$ cat src/rtl/sample_strobe_gen.sv
// rtl/sample_strobe_gen.sv - periodic one-cycle sample strobe from a UART-configured divisor
// Optional adc_clk output (half-period high time) enabled by defining SAMPLE_CLK_OUT_EN.
module sample_strobe_gen #(
  parameter int DIV_W = 16,
  parameter int CNT_W = 32
) (
  input  logic             clk,
  input  logic             rst,
  input  logic [DIV_W-1:0] clk_div,
  input  logic             cfg_done,
  input  logic             enable,
  output logic             sample_en,
  output logic             running,
  output logic [DIV_W-1:0] div_active,
  output logic [CNT_W-1:0] sample_cnt
`ifdef SAMPLE_CLK_OUT_EN
  ,
  output logic             adc_clk
`endif
);

  typedef enum logic [1:0] {
    ST_IDLE = 2'b00,
    ST_RUN  = 2'b01
  } state_t;

  localparam logic [DIV_W-1:0] ONE_D   = {{(DIV_W-1){1'b0}}, 1'b1};
  localparam logic [CNT_W-1:0] ONE_C   = {{(CNT_W-1){1'b0}}, 1'b1};
  localparam logic [CNT_W-1:0] SAT_CNT = {CNT_W{1'b1}};

  state_t           state, state_d;
  logic [DIV_W-1:0] cnt, cnt_d;
  logic [DIV_W-1:0] pend_div, pend_div_d;
  logic             pending, pending_d;
  logic             cfg_done_q;
  logic             load;
  logic [DIV_W-1:0] div_active_d;
  logic [CNT_W-1:0] sample_cnt_d;
  logic             sample_en_d;
  logic [DIV_W-1:0] reload_div;

  assign load       = cfg_done & ~cfg_done_q;
  assign running    = (state == ST_RUN);
  // A pending update takes effect exactly at the boundary that reloads the counter.
  assign reload_div = pending ? pend_div : div_active;

`ifdef SAMPLE_CLK_OUT_EN
  logic [DIV_W-1:0] hcnt, hcnt_d;
  logic             adc_clk_d;
  logic [DIV_W-1:0] high_time;

  // (d+1)>>1 without widening: d>>1 plus the low bit.
  assign high_time = (reload_div >> 1) + {{(DIV_W-1){1'b0}}, reload_div[0]};
`endif

  always_comb begin
    state_d      = state;
    cnt_d        = cnt;
    pend_div_d   = pend_div;
    pending_d    = pending;
    div_active_d = div_active;
    sample_cnt_d = sample_cnt;
    sample_en_d  = 1'b0;
`ifdef SAMPLE_CLK_OUT_EN
    hcnt_d       = '0;
    adc_clk_d    = 1'b0;
`endif
    case (state)
      ST_IDLE: begin
        cnt_d = '0;
        if (pending) begin
          div_active_d = pend_div;
          pending_d    = 1'b0;
        end
        if (enable) begin
          state_d      = ST_RUN;
          sample_cnt_d = '0;
        end
      end
      ST_RUN: begin
        if (!enable) begin
          state_d = ST_IDLE;
          cnt_d   = '0;
        end else if (cnt == '0) begin
          sample_en_d  = 1'b1;
          if (sample_cnt != SAT_CNT) sample_cnt_d = sample_cnt + ONE_C;
          cnt_d        = reload_div;
          div_active_d = reload_div;
          pending_d    = 1'b0;
`ifdef SAMPLE_CLK_OUT_EN
          adc_clk_d    = 1'b1;
          hcnt_d       = (high_time == '0) ? '0 : high_time - ONE_D;
`endif
        end else begin
          cnt_d = cnt - ONE_D;
`ifdef SAMPLE_CLK_OUT_EN
          if (hcnt != '0) begin
            adc_clk_d = 1'b1;
            hcnt_d    = hcnt - ONE_D;
          end
`endif
        end
      end
      default: begin
        state_d = ST_IDLE;
        cnt_d   = '0;
      end
    endcase
    // Loaded after the apply above so a same-cycle load waits for the next boundary.
    if (load) begin
      pend_div_d = clk_div;
      pending_d  = 1'b1;
    end
  end

  always_ff @(posedge clk or negedge rst) begin
    if (!rst) begin
      state      <= ST_IDLE;
      cnt        <= '0;
      pend_div   <= '0;
      pending    <= 1'b0;
      cfg_done_q <= 1'b0;
      div_active <= '0;
      sample_cnt <= '0;
      sample_en  <= 1'b0;
`ifdef SAMPLE_CLK_OUT_EN
      hcnt       <= '0;
      adc_clk    <= 1'b0;
`endif
    end else begin
      state      <= state_d;
      cnt        <= cnt_d;
      pend_div   <= pend_div_d;
      pending    <= pending_d;
      cfg_done_q <= cfg_done;
      div_active <= div_active_d;
      sample_cnt <= sample_cnt_d;
      sample_en  <= sample_en_d;
`ifdef SAMPLE_CLK_OUT_EN
      hcnt       <= hcnt_d;
      adc_clk    <= adc_clk_d;
`endif
    end
  end

endmodule
$ cat config.mk
export PLATFORM = sky130hd
export DESIGN_NAME = sample_strobe_gen
export DESIGN_NICKNAME = d
export VERILOG_FILES = /design/src/rtl/sample_strobe_gen.sv
export SDC_FILE = /design/constraint.sdc
export NUM_CORES = 1
export LEC_CHECK = 0
export CAP_MARGIN = 20
export CORE_UTILIZATION = 55
export DETAILED_ROUTE_END_ITERATION = 6
export PLACE_DENSITY = 0.89
export SLEW_MARGIN = 40
export SYNTH_ARGS = -nofsm -noshare
export SYNTH_HDL_FRONTEND = slang
export SYNTH_SLANG_ARGS = --single-unit
$ cat constraint.sdc
create_clock -name clk -period 4.02 [get_ports clk]
set_input_delay 0.804 -clock clk [delete_from_list [all_inputs] [get_ports clk]]
set_output_delay 0.804 -clock clk [all_outputs]
set_load 0.05 [all_outputs]
=== Yosys cells after proc, flatten, opt, wreduce, memory -nomap -nowiden ===
Index checks and enable logic that the tools add are counted.

* Bits in registers: 85
* Memories kept: 0
* Word-level logic and storage cells: 51
* Bits in read-only memories: 0
* Bits of input ports: 20
* RAM bits: 0
* Output and inout port bits: 50
* Bits in latches: 0

* Bitwise logic cells: 2
* Divide/modulo/power cells: 0
* Reduce and logical (&&, ||, !) cells: 8
* Multiply operators: 0
* Mux-type cells: 22
* $add $sub $neg: 2
* $lt $le $gt $ge: 0
* Shift-type cells: 0
* Equal/unequal tests: 9

{| class="wikitable"
|+ Operator list
! kind !! count
|-
| 2-to-1 mux 32 bit || 4
|-
| 2-to-1 mux 16 bit || 6
|-
| case mux 32 bit (2 select lines) || 1
|-
| adder 32 x 1 -> 32 bit (second input constant) || 1
|-
| != test 32 bit (second input constant) || 1
|-
| case mux 16 bit (2 select lines) || 1
|-
| zero test 16 bit || 1
|-
| subtractor 16 x 1 -> 16 bit (second input constant) || 1
|-
| 2-to-1 mux 1 bit || 6
|-
| != test 2 bit (second input constant) || 3
|-
| AND reduction 3 bit || 2
|-
| AND reduction 5 bit || 1
|-
| 2-to-1 mux 2 bit || 2
|-
| != test 2 x 1 -> 1 bit (second input constant) || 2
|-
| case mux 2 bit (2 select lines) || 1
|-
| != test 3 x 1 -> 1 bit (second input constant) || 1
|-
| != test 3 x 2 -> 1 bit (second input constant) || 1
|-
| nonzero test 3 bit || 1
|-
| equality test 2 x 1 -> 1 bit (second input constant) || 1
|-
| zero test 2 bit || 1
|-
| case mux 1 bit (2 select lines) || 1
|-
| AND reduction 2 bit || 1
|-
| nonzero test 2 bit || 1
|-
| bitwise AND 1 bit || 1
|-
| inverter 1 bit || 1
|}

=== Longest topological paths before layout ===
* Word-level depth: 5
* Gate-level depth with buffers: 9
* Mapped depth without buffers: 7

=== Worst setup path before layout ===
No wires, ideal clock.

* Path type: input port to flip-flop
* From: input port enable
* To: register sample_cnt[15]
* Slack: 1520 ps
* Cell stages on the path: 8
* Data required time: 3940 ps
* Arrival time: 2421 ps
* Path buffers: 2
* Library setup time: 80 ps
* Cell sequence: inv_1 ha_1 or3_1 clkbuf_1 o21a_1 buf_6 or4_1 a21oi_1

* Word-level cells in the longest chain between the ends: 2
* Elaborated cells on any way between the ends: 3
* Those cells by class: eq/ne (2); reduce/logical (1)

{| class="wikitable"
|+ RTL lines
! what !! RTL line !! text
|-
| start: declaration || 11 || <nowiki>input logic enable,</nowiki>
|-
| != test 2 bit (no line) || n/a ||
|-
| AND reduction 5 bit (no line) * || n/a ||
|-
| end signal: assignment || 137 || <nowiki>sample_cnt <= sample_cnt_d;</nowiki>
|-
| end: declaration || 15 || <nowiki>output logic [CNT_W-1:0] sample_cnt</nowiki>
|}

Every way passes the cells marked *; elsewhere a longest branch is shown, timed or not.
A chain may end at the register's enable or synchronous reset.

=== Worst setup path after layout ===
* From: register cnt[0]
* To: register div_active[5]

* Word-level cells in the longest chain between the ends: 3

{| class="wikitable"
|+ RTL lines
! what !! RTL line !! text
|-
| start: declaration || 32 || <nowiki>logic [DIV_W-1:0] cnt, cnt_d;</nowiki>
|-
| start signal: assignment || 132 || <nowiki>cnt <= cnt_d;</nowiki>
|-
| zero test 16 bit || 84 || <nowiki>end else if (cnt == '0) begin</nowiki>
|-
| != test 2 x 1 -> 1 bit (no line) || n/a ||
|-
| AND reduction 3 bit (no line) || n/a ||
|-
| end signal: assignment || 136 || <nowiki>div_active <= div_active_d;</nowiki>
|-
| end: declaration || 14 || <nowiki>output logic [DIV_W-1:0] div_active,</nowiki>
|}

No other way between the ends.

==> reports/results.ini <==
[yosys]
post_synth_xor_area_fraction_pct=1.61
synth_top_family_by_area=simple AND/OR/NAND/NOR gates
number_of_synthesized_flops_with_an_enable_pin=0
synthesis.yosys.warnings=0
postSynth.asyncResetShare_pct=100
synth_top_area_share_pct=48.4
synthesis.nets=439
avgSynthCellArea_sq_um=10.5
synthDominantAreaCellType=sky130_fd_sc_hd__dfrtp_1
synth_area_in_simple_gates_pct=19.3
synth-compound-area-share_pct=13.7
syn-cell-area_sq_um=4340
yosys_most_used_dff=sky130_fd_sc_hd__dfrtp_1
seq_area_frac_synth_pct=48.4
synth_commonest_cells=sky130_fd_sc_hd__dfrtp_1 (84), sky130_fd_sc_hd__mux2_2 (33), sky130_fd_sc_hd__nand2_1 (26)
muxShareOfSynthArea_pct=12.9
synth.most_common_cell=sky130_fd_sc_hd__dfrtp_1
synth_cell_type_count=46
synth_area_leaders=sky130_fd_sc_hd__dfrtp_1 (48%), sky130_fd_sc_hd__mux2_2 (8.6%), sky130_fd_sc_hd__mux2i_1 (4.4%)
synth_seq_cells=84
synthCells=415
synth-adder-area-share_pct=1.15

[sta]
rsz0062_at_grt=no
min_period_ns=3.26
finalSetupTns_ns=0
tightest_slew_ns=0.799
final_critical_path_setup_slack_ns=0.763
finalMaxSlewViolations=0
max_freq_mhz=307
min_period_over_period_pct=81.0
max_slew_margin_pct=46.7
number_of_hold_slack_violations_in_the_final_timing_report=0
final_number_of_setup_violating_endpoints=0
whs_ns=0.274
clock_skew_ns=0.0127

[critical_path]
worstReg2RegEnd=div_active[5]$_DFFE_PN0P_
cp-start-kind=flop
cp_data_arrival_time_ns=3.49
worst-r2r-cell-count=7
worst-setup-path-type=reg -> reg
cp.required_ns=4.26
worstPathMaxFanout=16
worstSetupStartpoint=cnt[0]$_DFF_PN0_
r2r_start=cnt[0]$_DFF_PN0_
critPathCaptureType=flop
reg2reg_setup_slack_ns=0.76
endpoint=div_active[5]$_DFFE_PN0P_

[grt]
globalRouteTotalUtil_pct=25.1
vias_in_the_first_global_route=3472
grt_antenna_before_repair=0
maximum_number_of_pins_on_one_net_before_global_route_repair=85
first_pass_grt_wire_length_mm=16.7
grt.overflow.total=0

[clock_tree]
cts_post_setup_buffers_inserted=0
ctsResizeCount=0
postCtsHoldBufs=0
clkSlewWorstSetupHoldPaths_ns=0.09
cts_root_buf=sky130_fd_sc_hd__clkbuf_8
cts_made_buffers=9
clk_latency_ns=0.35
cts_tree=built
clock-sinks=84
cts.path.max_buffers=2
cts_htree_levels=3

[placed_design]
routabilityCongestion=0.835
detailed_place_hpwl_mm=6.55
place.port_buffers=69
place_ws_ns=0.875
dpl_cell_area_sq_um=5110

[floorplan]
die_area_sq_um=8250
ios=70
initial_core_util_pct=56.4
floorplan.core_area_sq_um=7690
die_y_extent_um=90.8
die_extent_in_x_um=90.8
row_count=32

[cells_and_area]
syn2layout_area_growth_pct=23.0
num-nets-final=505
antenna_cells_inserted=0
final_cell_area_sq_um=5340
final_layout_size_suffix_gt1_share_pct=13.0

[detailed_routing]
drt-vias-per-instance=6.13
drt-total-wl_mm=9.73
dr.pass1.iters=7
route.antenna.remaining_nets=0
detail_route.wl_per_cell_um=16.5
detail_route.iter0.violations=192
detailroute.via_count=3606
post-route-drc-count=1

[status]
outcome=complete, but fails checks
failed_checks=DRC

[power]
powerDensity_nw_per_um2=675
maximum_vdd_drop_mv=0.612
leakage_power_uw=0.00212

[run]
maxCapViolations=0

[hold_path]
hold_path_class=in -> async

-- final cells by class --
| class | instances | area, sq um |
|---|---|---|
| Clock buffer | 9 | 124 |
| Fill cell | 589 | 2350 |
| Sequential cell | 84 | 2100 |
| Multi-Input combinational cell | 302 | 2120 |
| Inverter | 9 | 33.8 |
| Tap cell | 102 | 128 |
| Timing Repair Buffer | 75 | 757 |
| Clock inverter | 7 | 75.1 |
-- per-stage QoR --
| step | utilization (%) | cells | power, uW |
|---|---|---|---|
| detailed placement | 66.4 | 571 | 2990 |
| global placement | 66.4 | 571 | 2920 |
| floorplan | - | 415 | 2500 |
| global route | 69.4 | 588 | 3820 |
| CTS | 69.0 | 587 | 3600 |
| finish | 69.4 | 588 | 3610 |
-- cells in the final DEF, fill, tap and decap left out, drive strengths merged, types with 9 or more instances in the layout --
master / instances
dfrtp: 84
clkdlybuf4s50: 68
mux2: 33
nand2: 26
nor2: 25
nand3: 21
o31ai: 20
mux2i: 19
a211oi: 16
a21oi: 13
nor4: 13
o21ai: 12
nand2b: 11
nand4: 11
clkbuf: 9
inv: 9
-- critical path, stage by stage, from the launching register on --
cell	delay, ns
sky130_fd_sc_hd__dfrtp_1	0.44
sky130_fd_sc_hd__inv_1	0.13
sky130_fd_sc_hd__ha_1	0.15
sky130_fd_sc_hd__nor4b_1	0.53
sky130_fd_sc_hd__nand4_2	0.41
sky130_fd_sc_hd__a21oi_1	0.38
sky130_fd_sc_hd__and2_1	0.68
sky130_fd_sc_hd__mux2_2	0.42
-- how the worst min path moves through the flow --
stage / from / to / slack [ns]
2_1_floorplan: cnt[0]$_DFF_PN0_ / cnt[0]$_DFF_PN0_ / 0.49
3_3_place_gp: sample_cnt[10]$_DFFE_PN0P_ / sample_cnt[10]$_DFFE_PN0P_ / 0.49
3_5_place_dp: sample_cnt[16]$_DFFE_PN0P_ / sample_cnt[16]$_DFFE_PN0P_ / 0.50
4_1_cts: sample_cnt[10]$_DFFE_PN0P_ / sample_cnt[10]$_DFFE_PN0P_ / 0.51
5_1_grt: rst / sample_cnt[31]$_DFFE_PN0P_ / 0.27
6_report: rst / sample_cnt[31]$_DFFE_PN0P_ / 0.27
-- kinds of logic (layout without fill, tap and decap cells) --
family | count (synthesis) | after routing
muxes | 52 | 52
and+or+nand+nor | 151 | 151
buffers and inverters | 29 | 100
xor gates and xnor gates | 8 | 8
adders and majority gates | 4 | 4
AOI/OAI and AO/OA | 87 | 87
DFF | 84 | 84
-- state kept, by name, indices dropped and copies added, names as in the netlist --
| name | cells |
|---|---|
| cfg_done_q | 1 |
| cnt | 16 |
| div_active | 16 |
| pend_div | 16 |
| pending | 1 |
| sample_cnt | 32 |
| sample_en | 1 |
| state | 1 |
-- layer usage --
layer | vias up | global-route usage [%] | share of wire [%] | wire length [um]
li1 | 1694 | - | - | -
met1 | 1760 | 33.3 | 42 | 4130
met2 | 134 | 41.4 | 50 | 4910
met3 | 18 | 4.63 | 5.6 | 549
met4 | 0 | 8.99 | 1.5 | 142
met5 | - | 0 | 0 | 0
-- report_power, final --
group          switching, uW  internal, uW  leakage (uW)
Clock                    313           289     0.0000918
Combinational           1110           671      0.000949
Sequential               198          1030       0.00108
Note: power is estimated with default switching activity, not from simulation.
